## src/rtl/ps2_keyboard_rx.sv

```systemverilog
// PS/2 keyboard receiver: line filtering, 11-bit deframing with watchdog, E0/F0/E1 prefix
// decoding, held-key tracking and a show-ahead event FIFO with valid/ready handshake.
// Optional build macro PS2_ERR_COUNT_EN adds a saturating error counter output err_cnt.
module ps2_keyboard_rx #(
    parameter int unsigned         FILTER_LEN  = 8,
    parameter int unsigned         TIMEOUT_CYC = 100000,
    parameter int unsigned         FIFO_DEPTH  = 8,
    parameter int unsigned         N_KEYS      = 4,
    parameter logic [N_KEYS*9-1:0] KEY_CODES   = {9'h175, 9'h172, 9'h01D, 9'h01B}
) (
    input  logic              clock,
    input  logic              reset_n,
    input  logic              ps2_clk_in,
    input  logic              ps2_dat_in,
    output logic              ev_valid,
    input  logic              ev_ready,
    output logic [7:0]        ev_code,
    output logic              ev_ext,
    output logic              ev_break,
    output logic [N_KEYS-1:0] key_held,
    output logic              frame_err,
    output logic              fifo_ovf
`ifdef PS2_ERR_COUNT_EN
    ,
    output logic [7:0]        err_cnt
`endif
);

    localparam int unsigned PtrW   = $clog2(FIFO_DEPTH);
    localparam int unsigned WdW    = $clog2(TIMEOUT_CYC + 1);
    // frame_err is registered, so the timeout decision is taken one cycle early
    localparam int unsigned WdLast = TIMEOUT_CYC - 2;

    typedef enum logic [1:0] {StIdle, StData, StParity, StStop} state_e;

    // ---------------- input conditioning ----------------
    logic [1:0]      clk_sync_q, dat_sync_q;
    logic [1:0]      raw_s;             // [0] clk, [1] data
    logic [1:0]      filt_q, filt_d;
    logic [1:0][7:0] fcnt_q, fcnt_d;
    logic            clk_dly_q;
    logic            strobe, bit_in;

    assign raw_s  = {dat_sync_q[1], clk_sync_q[1]};
    assign strobe = clk_dly_q & ~filt_q[0];
    assign bit_in = filt_q[1];

    // Two-flop synchronisers, filtered lines and previous filtered clock
    always_ff @(posedge clock or negedge reset_n) begin
        if (!reset_n) begin
            clk_sync_q <= 2'b11;
            dat_sync_q <= 2'b11;
            filt_q     <= 2'b11;
            fcnt_q     <= '0;
            clk_dly_q  <= 1'b1;
        end else begin
            clk_sync_q <= {clk_sync_q[0], ps2_clk_in};
            dat_sync_q <= {dat_sync_q[0], ps2_dat_in};
            filt_q     <= filt_d;
            fcnt_q     <= fcnt_d;
            clk_dly_q  <= filt_q[0];
        end
    end

    // Accept a line change only after FILTER_LEN consecutive differing samples
    always_comb begin
        filt_d = filt_q;
        for (int i = 0; i < 2; i++) begin
            fcnt_d[i] = '0;
            if (raw_s[i] != filt_q[i]) begin
                if (fcnt_q[i] == 8'(FILTER_LEN - 1)) filt_d[i] = raw_s[i];
                else fcnt_d[i] = fcnt_q[i] + 8'd1;
            end
        end
    end

    // ---------------- deframer ----------------
    state_e         state_q, state_d;
    logic [7:0]     shift_q, shift_d;
    logic [2:0]     bit_cnt_q, bit_cnt_d;
    logic           parity_q, parity_d;
    logic [WdW-1:0] wdog_q, wdog_d;
    logic           timeout, byte_ok, frame_bad;

    // Deframer state register and datapath
    always_ff @(posedge clock or negedge reset_n) begin
        if (!reset_n) begin
            state_q   <= StIdle;
            shift_q   <= '0;
            bit_cnt_q <= '0;
            parity_q  <= 1'b0;
            wdog_q    <= '0;
        end else begin
            state_q   <= state_d;
            shift_q   <= shift_d;
            bit_cnt_q <= bit_cnt_d;
            parity_q  <= parity_d;
            wdog_q    <= wdog_d;
        end
    end

    // Next state: advance on each sample strobe, watchdog aborts a stalled frame
    always_comb begin
        state_d   = state_q;
        shift_d   = shift_q;
        bit_cnt_d = bit_cnt_q;
        parity_d  = parity_q;
        wdog_d    = '0;
        timeout   = 1'b0;
        if (state_q != StIdle) begin
            wdog_d  = strobe ? '0 : wdog_q + WdW'(1);
            timeout = !strobe && (wdog_q == WdW'(WdLast));
        end
        if (timeout) begin
            state_d = StIdle;
            wdog_d  = '0;
        end else if (strobe) begin
            unique case (state_q)
                StIdle: begin
                    if (!bit_in) begin
                        state_d   = StData;
                        bit_cnt_d = '0;
                    end
                end
                StData: begin
                    shift_d   = {bit_in, shift_q[7:1]};
                    bit_cnt_d = bit_cnt_q + 3'd1;
                    if (bit_cnt_q == 3'd7) state_d = StParity;
                end
                StParity: begin
                    parity_d = bit_in;
                    state_d  = StStop;
                end
                StStop:   state_d = StIdle;
                default:  state_d = StIdle;
            endcase
        end
    end

    // Outputs: good byte or framing error at the stop bit, or watchdog abort
    always_comb begin
        byte_ok   = 1'b0;
        frame_bad = timeout;
        if (strobe && state_q == StStop) begin
            byte_ok   = (^{shift_q, parity_q}) & bit_in;
            frame_bad = ~byte_ok;
        end
    end

    logic       byte_vld_q, frame_err_q;
    logic [7:0] byte_q;

    // Register deframer results for the decoder
    always_ff @(posedge clock or negedge reset_n) begin
        if (!reset_n) begin
            byte_vld_q  <= 1'b0;
            byte_q      <= '0;
            frame_err_q <= 1'b0;
        end else begin
            byte_vld_q  <= byte_ok;
            frame_err_q <= frame_bad;
            if (byte_ok) byte_q <= shift_q;
        end
    end

    // ---------------- prefix decoder and key tracking ----------------
    logic              ext_q, ext_d, brk_q, brk_d, push;
    logic [2:0]        skip_q, skip_d;
    logic [N_KEYS-1:0] held_q, held_d;

    // Prefix flags, pause-sequence skip counter and held keys
    always_ff @(posedge clock or negedge reset_n) begin
        if (!reset_n) begin
            ext_q  <= 1'b0;
            brk_q  <= 1'b0;
            skip_q <= '0;
            held_q <= '0;
        end else begin
            ext_q  <= ext_d;
            brk_q  <= brk_d;
            skip_q <= skip_d;
            held_q <= held_d;
        end
    end

    // Interpret each good byte; a framing error resets the prefix context
    always_comb begin
        ext_d  = ext_q;
        brk_d  = brk_q;
        skip_d = skip_q;
        push   = 1'b0;
        if (frame_err_q) begin
            ext_d  = 1'b0;
            brk_d  = 1'b0;
            skip_d = '0;
        end else if (byte_vld_q) begin
            if (skip_q != 3'd0) begin
                skip_d = skip_q - 3'd1;
            end else begin
                case (byte_q)
                    8'hE0:   ext_d  = 1'b1;
                    8'hF0:   brk_d  = 1'b1;
                    8'hE1:   skip_d = 3'd7;
                    default: begin
                        push  = 1'b1;
                        ext_d = 1'b0;
                        brk_d = 1'b0;
                    end
                endcase
            end
        end
    end

    // Held state follows every emitted event, regardless of FIFO space
    always_comb begin
        held_d = held_q;
        if (push) begin
            for (int i = 0; i < int'(N_KEYS); i++) begin
                if ({ext_q, byte_q} == KEY_CODES[i*9 +: 9]) held_d[i] = ~brk_q;
            end
        end
    end

    // ---------------- event FIFO ----------------
    logic [9:0]    mem_q [FIFO_DEPTH];
    logic [PtrW:0] wr_ptr_q, rd_ptr_q;
    logic          full, pop, do_push, ovf_q;
    logic [9:0]    head;

    assign ev_valid = (wr_ptr_q != rd_ptr_q);
    assign full     = ((wr_ptr_q ^ rd_ptr_q) == {1'b1, {PtrW{1'b0}}});
    assign pop      = ev_valid & ev_ready;
    assign do_push  = push & (~full | pop);
    assign head     = mem_q[rd_ptr_q[PtrW-1:0]];

    // FIFO storage; {brk, ext, code}
    always_ff @(posedge clock) begin
        if (do_push) mem_q[wr_ptr_q[PtrW-1:0]] <= {brk_q, ext_q, byte_q};
    end

    // FIFO pointers and overflow pulse
    always_ff @(posedge clock or negedge reset_n) begin
        if (!reset_n) begin
            wr_ptr_q <= '0;
            rd_ptr_q <= '0;
            ovf_q    <= 1'b0;
        end else begin
            if (do_push) wr_ptr_q <= wr_ptr_q + 1'b1;
            if (pop)     rd_ptr_q <= rd_ptr_q + 1'b1;
            ovf_q <= push & full & ~pop;
        end
    end

    assign ev_code   = ev_valid ? head[7:0] : 8'h00;
    assign ev_ext    = ev_valid & head[8];
    assign ev_break  = ev_valid & head[9];
    assign key_held  = held_q;
    assign frame_err = frame_err_q;
    assign fifo_ovf  = ovf_q;

`ifdef PS2_ERR_COUNT_EN
    logic [7:0] err_cnt_q;

    // Saturating count of error cycles; simultaneous pulses count once
    always_ff @(posedge clock or negedge reset_n) begin
        if (!reset_n) err_cnt_q <= '0;
        else if ((frame_err_q | ovf_q) && err_cnt_q != 8'hFF) err_cnt_q <= err_cnt_q + 8'd1;
    end

    assign err_cnt = err_cnt_q;
`endif

endmodule

```

## config.mk

```make
export PLATFORM = sky130hd
export DESIGN_NAME = ps2_keyboard_rx
export DESIGN_NICKNAME = d
export VERILOG_FILES = /design/src/rtl/ps2_keyboard_rx.sv
export SDC_FILE = /design/constraint.sdc
export NUM_CORES = 1
export LEC_CHECK = 0
export CORE_ASPECT_RATIO = 0.5
export CORE_MARGIN = 2
export CORE_UTILIZATION = 50
export DETAILED_ROUTE_END_ITERATION = 16
export PLACE_DENSITY = 0.71
export SETUP_SLACK_MARGIN = 0.1
export SYNTH_ARGS = -nofsm -noshare
export SYNTH_HDL_FRONTEND = slang
export SYNTH_SLANG_ARGS = --single-unit
```

## constraint.sdc

```tcl
create_clock -name clock -period 4 [get_ports clock]
set_input_delay 0.6 -clock clock [delete_from_list [all_inputs] [get_ports clock]]
set_output_delay 0.6 -clock clock [all_outputs]
set_load 0.01 [all_outputs]
```

; ---- After elaboration in Yosys (flattened, before gate mapping)
; Memories as Yosys holds them, arrays and structs flattened.
; Index checks and enable logic that the tools add are counted.
[classes]
addsub = 7
n_eq_ne = 24
n_mux = 36
bitwise = 16
n_reduce_logical = 27
[ops]
columns = operator, count
row1 = 17-bit two-way mux, 3
row2 = 8-bit two-way mux, 5
row3 = 8-bit equality test (second input constant), 3
row4 = 9-bit by 5-bit equality test with 1-bit output (second input constant), 2
row5 = 9-bit equality test (second input constant), 2
row6 = 17-bit by 1-bit adder with 17-bit output (second input constant), 1
row7 = 17-bit equality test (second input constant), 1
row8 = 8-bit by 1-bit adder with 8-bit output (second input constant), 2
row9 = 8-bit by 3-bit equality test with 1-bit output (second input constant), 2
row10 = 1-bit two-way mux, 15
row11 = 3-bit two-way mux, 5
row12 = 3-bit AND reduction, 5
row13 = 2-bit AND reduction, 7
row14 = 9-bit parity, 1
row15 = 4-bit by 1-bit adder with 4-bit output (second input constant), 2
row16 = 1-bit bitwise AND, 8
row17 = 2-bit two-way mux, 4
row18 = 2-bit one-hot mux with 4 select lines, 1
row19 = 2-bit nonzero test, 4
row20 = 3-bit != test (second input constant), 2
row21 = 1-bit NOT, 6
row22 = 3-bit one-hot mux with 2 select lines, 1
row23 = 3-bit nonzero test, 2
row24 = 2-bit equality test (second input constant), 2
row25 = other kinds (18), 24
[totals]
reg_bits = 82
mem_bits_rw = 80
inputBits = 5
out_inout_bits = 17
word_cells = 136
n_memories = 1
[mem_list]
columns = name, depth, width, rd, rd_clocked_by_memory_dff, wr, line
row1 = mem_q, 8, 10, 1, 0, 1, 225  ; logic [9:0] mem_q [FIFO_DEPTH];

; ---- Depth between registers and ports, before layout
; Gate-level depths: netlist of run 1.
[depth]
ltp_word = 9
depth_mapped = 7
depth_no_buf = 7

; ---- Least setup slack after synthesis of run 1
; OpenSTA, ideal clock, no wires.
[synth_path]
path_kind = flip-flop to flip-flop
startpoint = reg skip_q[0]
endpoint = mem mem_q[4][0] (enable)
arrival_time_ns = 2.355
path_slack_ns = 1.253
stages_incl_launch_ff = 8
period_less_slack_ns = 2.747
path_cell_list = dfrtp_1 > inv_1 > ha_1 > nand3b_1 > a311o_1 > a21oi_2 > nand2b_1 > nor3b_1
[synth_between]
elab_chain_cells = 7
[synth_rtl]
columns = item, line
row1 = start: declaration, 168  ; logic [2:0] skip_q, skip_d;
row2 = start signal: assignment, 181  ; skip_q <= skip_d;
row3 = 3-bit nonzero test, 197  ; if (skip_q != 3'd0) begin
row4 = 1-bit two-way mux, 197
row5 = 1-bit two-way mux, 196  ; end else if (byte_vld_q) begin
row6 = 1-bit two-way mux, 192  ; if (frame_err_q) begin
row7 = 1-bit bitwise AND, 233  ; assign do_push = push & (~full | pop);
row8 = 1-bit two-way mux, 238  ; if (do_push) mem_q[wr_ptr_q[PtrW-1:0]] <= {brk_q, ext_q, byte_q};
row9 = 1-bit two-way mux (implied by the code), 238
row10 = end: declaration, 225
; Every way passes these cells.

; ---- Worst setup path in the final report of run 1
[layout_path]
startpoint = reg rd_ptr_q[2]
endpoint = out ev_valid
[layout_between]
elab_chain_cells = 1
[layout_rtl]
columns = item, line
row1 = start: declaration, 226  ; logic [PtrW:0] wr_ptr_q, rd_ptr_q;
row2 = start signal: assignment, 249  ; if (pop) rd_ptr_q <= rd_ptr_q + 1'b1;
row3 = 4-bit != test, 230  ; assign ev_valid = (wr_ptr_q != rd_ptr_q);
row4 = end: declaration, 15  ; output logic ev_valid,
; Every way passes these cells.

==> flow_summary_export.csv, run 1 <==
group,metric,value,unit
sta,period_share,82.06,%
logic_synthesis,yosys.area_share.simple,11.43,%
global_route,grt_first_pass_wirelength,19550,µm
sta,finalSetupViolCount,0,
cells_and_area,antenna_cells,0,
logic_synthesis,synth.distinct_cells,45,
setup_path,reg2reg_to,"mem_q[7][2]",
setup_path,cp.required,3.40,ns
placement,pre_cts_ws,1.159,ns
setup_path,r2r-start,"skip_q[0]",
sta,hold_violations,0,
logic_synthesis,ys_warn_count,0,
detailed_routing,drt-met1-wl,5594,µm
cells_and_area,layout_common_cells,"edfxtp_1 (80), dfrtp_1 (75), nor2_1 (51)",
logic_synthesis,synth_compound_area_share,2.211,%
setup_path,worstPathMaxFanout,13,
detailed_routing,drt_first_iter_violations,315,
clocking,ctsHoldBuffers,0,
power_and_ir_drop,p_leak,3.307,nW
logic_synthesis,synth_nets,511,
cells_and_area,final_layout_size_suffix_gt1_share,17.81,%
power_and_ir_drop,ir_worst_vdd,0.3644,mV
detailed_routing,top_layer_used,"met4",
setup_path,slowest_delay,0.51,ns
detailed_routing,postRouteWirelength,11700,µm
floorplanning,die_w,171.5,µm
clocking,cts_sinks,162,
sta,tightest_slew,1.018,ns
floorplanning,core.rowCount,30,
logic_synthesis,synth_top_family_by_area,"multiplexers",
cells_and_area,nets,546,
global_route,grt_max_degree,83,
power_and_ir_drop,p_per_area,574.9,mW/mm²
floorplanning,initial_core_util,51.51,%
cells_and_area,final_common_cell,"edfxtp_1",
detailed_routing,wl_per_cell,16.00,µm
sta,post-route-min-period,3.282,ns
logic_synthesis,netlist_instances,491,
logic_synthesis,ys_ff_latch,162,
clocking,cts.repair.resized,0,
hold_path,hold_path_class,"primary input to asynchronous set/reset pin",
sta,drv_slew,0,
logic_synthesis,synth_edf_count,80,
detailed_routing,wl_met2,5659,µm
global_route,grt_overflow,0,
floorplanning,core,0.01363,mm²
floorplanning,die-height,87.78,µm
global_route,track_usage,17.43,%
job,drv_cap,0,
detailed_routing,vias,3819,
setup_path,start_kind,"register",
floorplanning,ios,22,
logic_synthesis,async_flop_share,50.62,%
clocking,clk_pin_slew,0.07,ns
setup_path,crit_chain,"buf_4 > xor2_1 > nor3_1 > and2_1 > inv_1 > clkdlybuf4s50_1",
sta,relSlewSlack,32.16,%
setup_path,worstSetupEndpointType,"output port",
clocking,root_buffer,"clkbuf_16",
cells_and_area,syn2layout_area_growth,14.90,%
logic_synthesis,synth-xor-area-share,6.169,%
logic_synthesis,synthAdderAreaFrac,2.674,%
floorplanning,dieArea,0.01506,mm²
global_route,antenna_found_initial,0,
clocking,tritoncts,"yes",
detailed_routing,avgViaCountPerCell,5.224,
setup_path,rrSetupSlack,1.35,ns
clocking,cts_setup_buffers,0,
clocking,clockBufferDepth,2,
setup_path,cp_slowest_cell,"clkdlybuf4s50_1",
placement,place.gp.congestion,0.7797,
global_route,grt_pass1_vias,3770,
detailed_routing,dr_wl_met3,324,µm
sta,setup_slack,0.7175,ns
sta,max_freq,304.6,MHz
detailed_routing,drt-pass1-iter-count,4,
sta,skew,0.008566,ns
detailed_routing,drc_errors,0,
status,status,"complete, no violations",
logic_synthesis,ys_seq_area_share,63.59,%
placement,io_buffers,21,
logic_synthesis,synth_area,0.007018,mm²
detailed_routing,ant_nets,0,
setup_path,r2r_cells,6,
setup_path,criticalPathCategory,"register to output port",
logic_synthesis,synthFlopType,"edfxtp_1",
logic_synthesis,syn_area_per_cell,14.29,µm²
placement,hpwlAfterDp,7249,µm
clocking,cts-buffers-inserted,17,
clocking,worstSkewPairLatency,0.42,ns
logic_synthesis,synth.mux.area_fraction,12.19,%
setup_path,cp_data_arrival_time,2.68,ns
clocking,htreeDepth,4,
sta,setup_tns,0,ns
sta,rsz0062_at_grt,"no",
==> power breakdown <==
part           total (mW)  leakage, nW  internal (mW)  switching, mW
clock                1.57        0.286          0.839          0.727
combinational        1.13         1.15          0.562          0.564
sequential           1.94         1.87           1.85         0.0967
total                4.64         3.31           3.25           1.39
==> how the worst max path moves through the flow <==
stage | cells past startpoint | startpoint | endpoint | slack (ns)
2_1_floorplan | 7 | skip_q[0] | mem_q[4][0] | 1.25
3_3_place_gp | 6 | rd_ptr_q[2] | ev_valid | 1.20
3_5_place_dp | 6 | rd_ptr_q[2] | ev_valid | 1.16
4_1_cts | 6 | rd_ptr_q[2] | ev_valid | 0.68
5_1_grt | 6 | rd_ptr_q[2] | ev_valid | 0.55
6_report | 6 | rd_ptr_q[2] | ev_valid | 0.72
==> cell type report <==
type                            count  area, µm²
Fill cell                        1042       5562
Clock inverter                     15      162.7
Tap cell                          192      240.2
Timing Repair Buffer               31      282.8
Inverter                           15      56.30
Clock buffer                       17      425.4
Multi-Input combinational cell    299       2434
Sequential cell                   162       4463
==> stage by stage <==
step	power (mW)	area [µm²]	util (%)	hold slack [ns]	cells
after CTS	4.698	8064	59.18	0.3566	731
after floorplan	2.758	7018	-	0.3044	491
after global placement	3.102	7476	54.87	0.3468	699
final	4.636	8064	59.18	0.3268	731
after detailed placement	3.121	7476	54.87	0.3468	699
after global routing	4.876	8064	59.18	0.3607	731
==> layer usage <==
metal  global-route usage (%)  vias up
met5                        0        -
met4                    5.778        0
met3                    4.474        8
met2                    27.86       44
met1                    23.77     1918
li1                         -     1849
==> registers in the layout, summed over array words and instances, names as in the netlist, 2 cells and up <==
signal	cells
bit_cnt_q	3
byte_q	8
clk_sync_q	2
dat_sync_q	2
fcnt_q	16
filt_q	2
key_held	4
mem_q	80
rd_ptr_q	4
shift_q	8
skip_q	3
state_q	2
wdog_q	17
wr_ptr_q	4
==> critical path: cells and delay by family, from the launching register on <==
| kind | cells | cell delay (ns) |
|---|---|---|
| DFF | 1 | 0.36 |
| xor gates and xnor gates | 1 | 0.18 |
| buffers and inverters | 3 | 0.89 |
| and+or+nand+nor | 2 | 0.84 |
==> cells in the mapped netlist (2+ instances only) <==
library cell	number	share of area [%]
nor4_1	2	0.18
nand4_1	3	0.27
nand3_1	20	1.4
nand3b_1	3	0.32
nor2_1	51	2.7
and2_1	6	0.53
a21oi_1	6	0.43
mux2_4	2	0.43
buf_2	4	0.29
dfstp_2	7	2.6
o21ai_0	6	0.43
edfxtp_1	80	34
mux2i_1	15	2.1
nand4b_1	2	0.25
clkbuf_1	10	0.53
xor2_1	29	3.6
nand2b_1	3	0.27
inv_1	15	0.80
and3_1	11	0.98
a21boi_0	3	0.32
xnor2_1	16	2.0
ha_1	15	2.7
nor2b_1	4	0.36
nor3_1	6	0.43
mux2_2	20	3.2
mux4_2	20	6.4
nor3b_1	7	0.75
nand2_1	29	1.6
dfrtp_1	75	27
nor4b_1	3	0.37
and4_1	4	0.50
==> kinds of logic after synthesis <==
group           after synthesis
compound gates               23
mux                          57
simple gates                157
xor+xnor                     47
fa+ha+maj                    15
flops                       162
buf+inv                      30
No activity file was read; power rests on OpenSTA's default activity.
==> inputs of run 2 (changes only) <==
==> constraint.sdc (replaced) <==
create_clock -name clock -period 3.4 [get_ports clock]
set_input_delay 0.51 -clock clock [delete_from_list [all_inputs] [get_ports clock]]
set_output_delay 0.51 -clock clock [all_outputs]
set_load 0.01 [all_outputs]
==> flow_summary_export.csv, run 2 (synthesis gave the netlist of run 1 again) <==
group,metric,value,unit
status,status,"complete, no violations",
cells_and_area,fill_cells,1044,
detailed_routing,avgViaCountPerCell,5.256,
power_and_ir_drop,seqPwrFrac,41.9,%
floorplanning,die-height,87.78,µm
detailed_routing,drt_first_iter_violations,273,
detailed_routing,ant_nets,0,
floorplanning,core,0.01363,mm²
clocking,tritoncts,"yes",
cells_and_area,nets,549,
cells_and_area,syn2layout_area_growth,14.99,%
global_route,grt_overflow,0,
floorplanning,core.rowCount,30,
setup_path,criticalPathCategory,"register to output port",
global_route,grt_max_degree,83,
clocking,clockBufferDepth,2,
clocking,cts_setup_buffers,0,
floorplanning,dieArea,0.01506,mm²
setup_path,worstPathMaxFanout,23,
sta,drv_slew,0,
power_and_ir_drop,ir_worst_vdd,0.3308,mV
clocking,clk_pin_slew,0.07,ns
cells_and_area,layout_common_cells,"edfxtp_1 (80), dfrtp_1 (75), nor2_1 (51)",
detailed_routing,drc_errors,0,
sta,rsz0062_at_grt,"no",
floorplanning,ios,22,
sta,period_share,89.06,%
placement,hpwlAfterDp,7364,µm
floorplanning,initial_core_util,51.51,%
sta,finalSetupViolCount,0,
power_and_ir_drop,p_leak,3.306,nW
hold_path,hold_path_class,"primary input to asynchronous set/reset pin",
placement,io_buffers,21,
cells_and_area,final_common_cell,"edfxtp_1",
placement,dp.cells,702,
clocking,root_buffer,"clkbuf_16",
sta,tightest_slew,1.005,ns
placement,place.gp.congestion,0.7375,
setup_path,start_kind,"register",
power_and_ir_drop,switching_power,1.595,mW
cells_and_area,fin_cells,734,
cells_and_area,antenna_cells,0,
global_route,grt_first_pass_wirelength,19420,µm
power_and_ir_drop,p_per_area,677.7,mW/mm²
detailed_routing,drt-pass1-iter-count,5,
sta,setup_tns,0,ns
power_and_ir_drop,internal_power,3.874,mW
sta,skew,0.01257,ns
cells_and_area,final_layout_size_suffix_gt1_share,18.27,%
clocking,ctsHoldBuffers,0,
sta,max_freq,330.2,MHz
clocking,cts-buffers-inserted,17,
floorplanning,die_w,171.5,µm
setup_path,worstSetupEndpointType,"output port",
sta,hold_violations,0,
setup_path,cp_data_arrival_time,2.52,ns
detailed_routing,postRouteWirelength,11790,µm
clocking,worstSkewPairLatency,0.42,ns
setup_path,rrSetupSlack,0.77,ns
detailed_routing,wl_per_cell,16.06,µm
sta,relSlewSlack,33.02,%
global_route,antenna_found_initial,0,
power_and_ir_drop,clockPowerShare,33.7,%
detailed_routing,vias,3858,
sta,post-route-min-period,3.028,ns
power_and_ir_drop,swShare,29.16,%
global_route,track_usage,17.20,%
job,drv_cap,0,
power_and_ir_drop,comb_power_share,24.4,%
clocking,cts_sinks,162,
cells_and_area,largest_reg_flops,80,
clocking,htreeDepth,4,
global_route,grt_pass1_vias,3834,
clocking,cts.repair.resized,0,
setup_path,cp.required,2.89,ns
## run 2: cell types whose count changed in the layout (fill, tap and decap cells not counted)
cell / delta
and2_1: -1
and2_2: +1
buf_4: +3
bufinv_16: +1
clkinv_1: +1
clkinv_2: +1
clkinv_4: +2
clkinv_8: -3
inv_6: +1
inv_8: -3
## run 2: worst max-delay path, cell delays in order (launching register included)
cell and delay [ns]:
dfrtp_1 0.36, buf_4 0.40, mux4_2 0.57, mux2i_1 0.21, nor2_1 0.07, clkdlybuf4s50_1 0.48
## run 2: per-layer routing
metal	vias to the layer above	wire (µm)	global-route usage, %	share of wire, %
li1	1857	-	-	-
met5	-	0	0	0
met1	1945	5725	22.22	49
met2	39	5585	29.10	47
met3	17	306	3.660	2.6
met4	0	168	6.703	1.4
## run 2: per-stage QoR
step | setup WS [ns] | power [mW] | hold WS, ns | utilization (%) | area, µm²
floorplan | 0.6532 | 3.250 | 0.2144 | - | 7018
global placement | 0.7053 | 3.668 | 0.3458 | 55.03 | 7498
detailed placement | 0.6173 | 3.690 | 0.3473 | 55.03 | 7498
CTS | 0.1538 | 5.535 | 0.3044 | 59.22 | 8069
global route | 0.2172 | 5.737 | 0.3468 | 59.23 | 8070
finish | 0.3718 | 5.469 | 0.2595 | 59.23 | 8070
## run 2: area by class of cell
class	count	area [µm²]	area share, %
repair buffers	34	305.3	3.783
inverters	15	56.30	0.6977
clock buffers	17	425.4	5.271
multi-input cells	299	2435	30.17
well taps	192	240.2	2.977
clock inverters	15	145.1	1.798
flip-flops and latches	162	4463	55.30
## run 2: power groups by stage
stage	clock [mW]	combinational (mW)	sequential (mW)
after floorplan	0	0.954	2.30
after global placement	0	1.34	2.33
after detailed placement	0	1.36	2.33
after CTS	1.88	1.36	2.29
after global routing	1.96	1.47	2.31
final	1.84	1.34	2.29
## run 2: final timing paths
path / end / from / cells past startpoint
max: ev_code[5] / rd_ptr_q[0] / 5
min: fcnt_q[1] / reset_n / 1
max reg2reg: mem_q[6][1] / skip_q[0] / 8
min reg2reg: dat_sync_q[1] / dat_sync_q[0] / 0
max in group asynchronous: byte_q[3] / reset_n / 1
min in group clock: dat_sync_q[1] / dat_sync_q[0] / 0
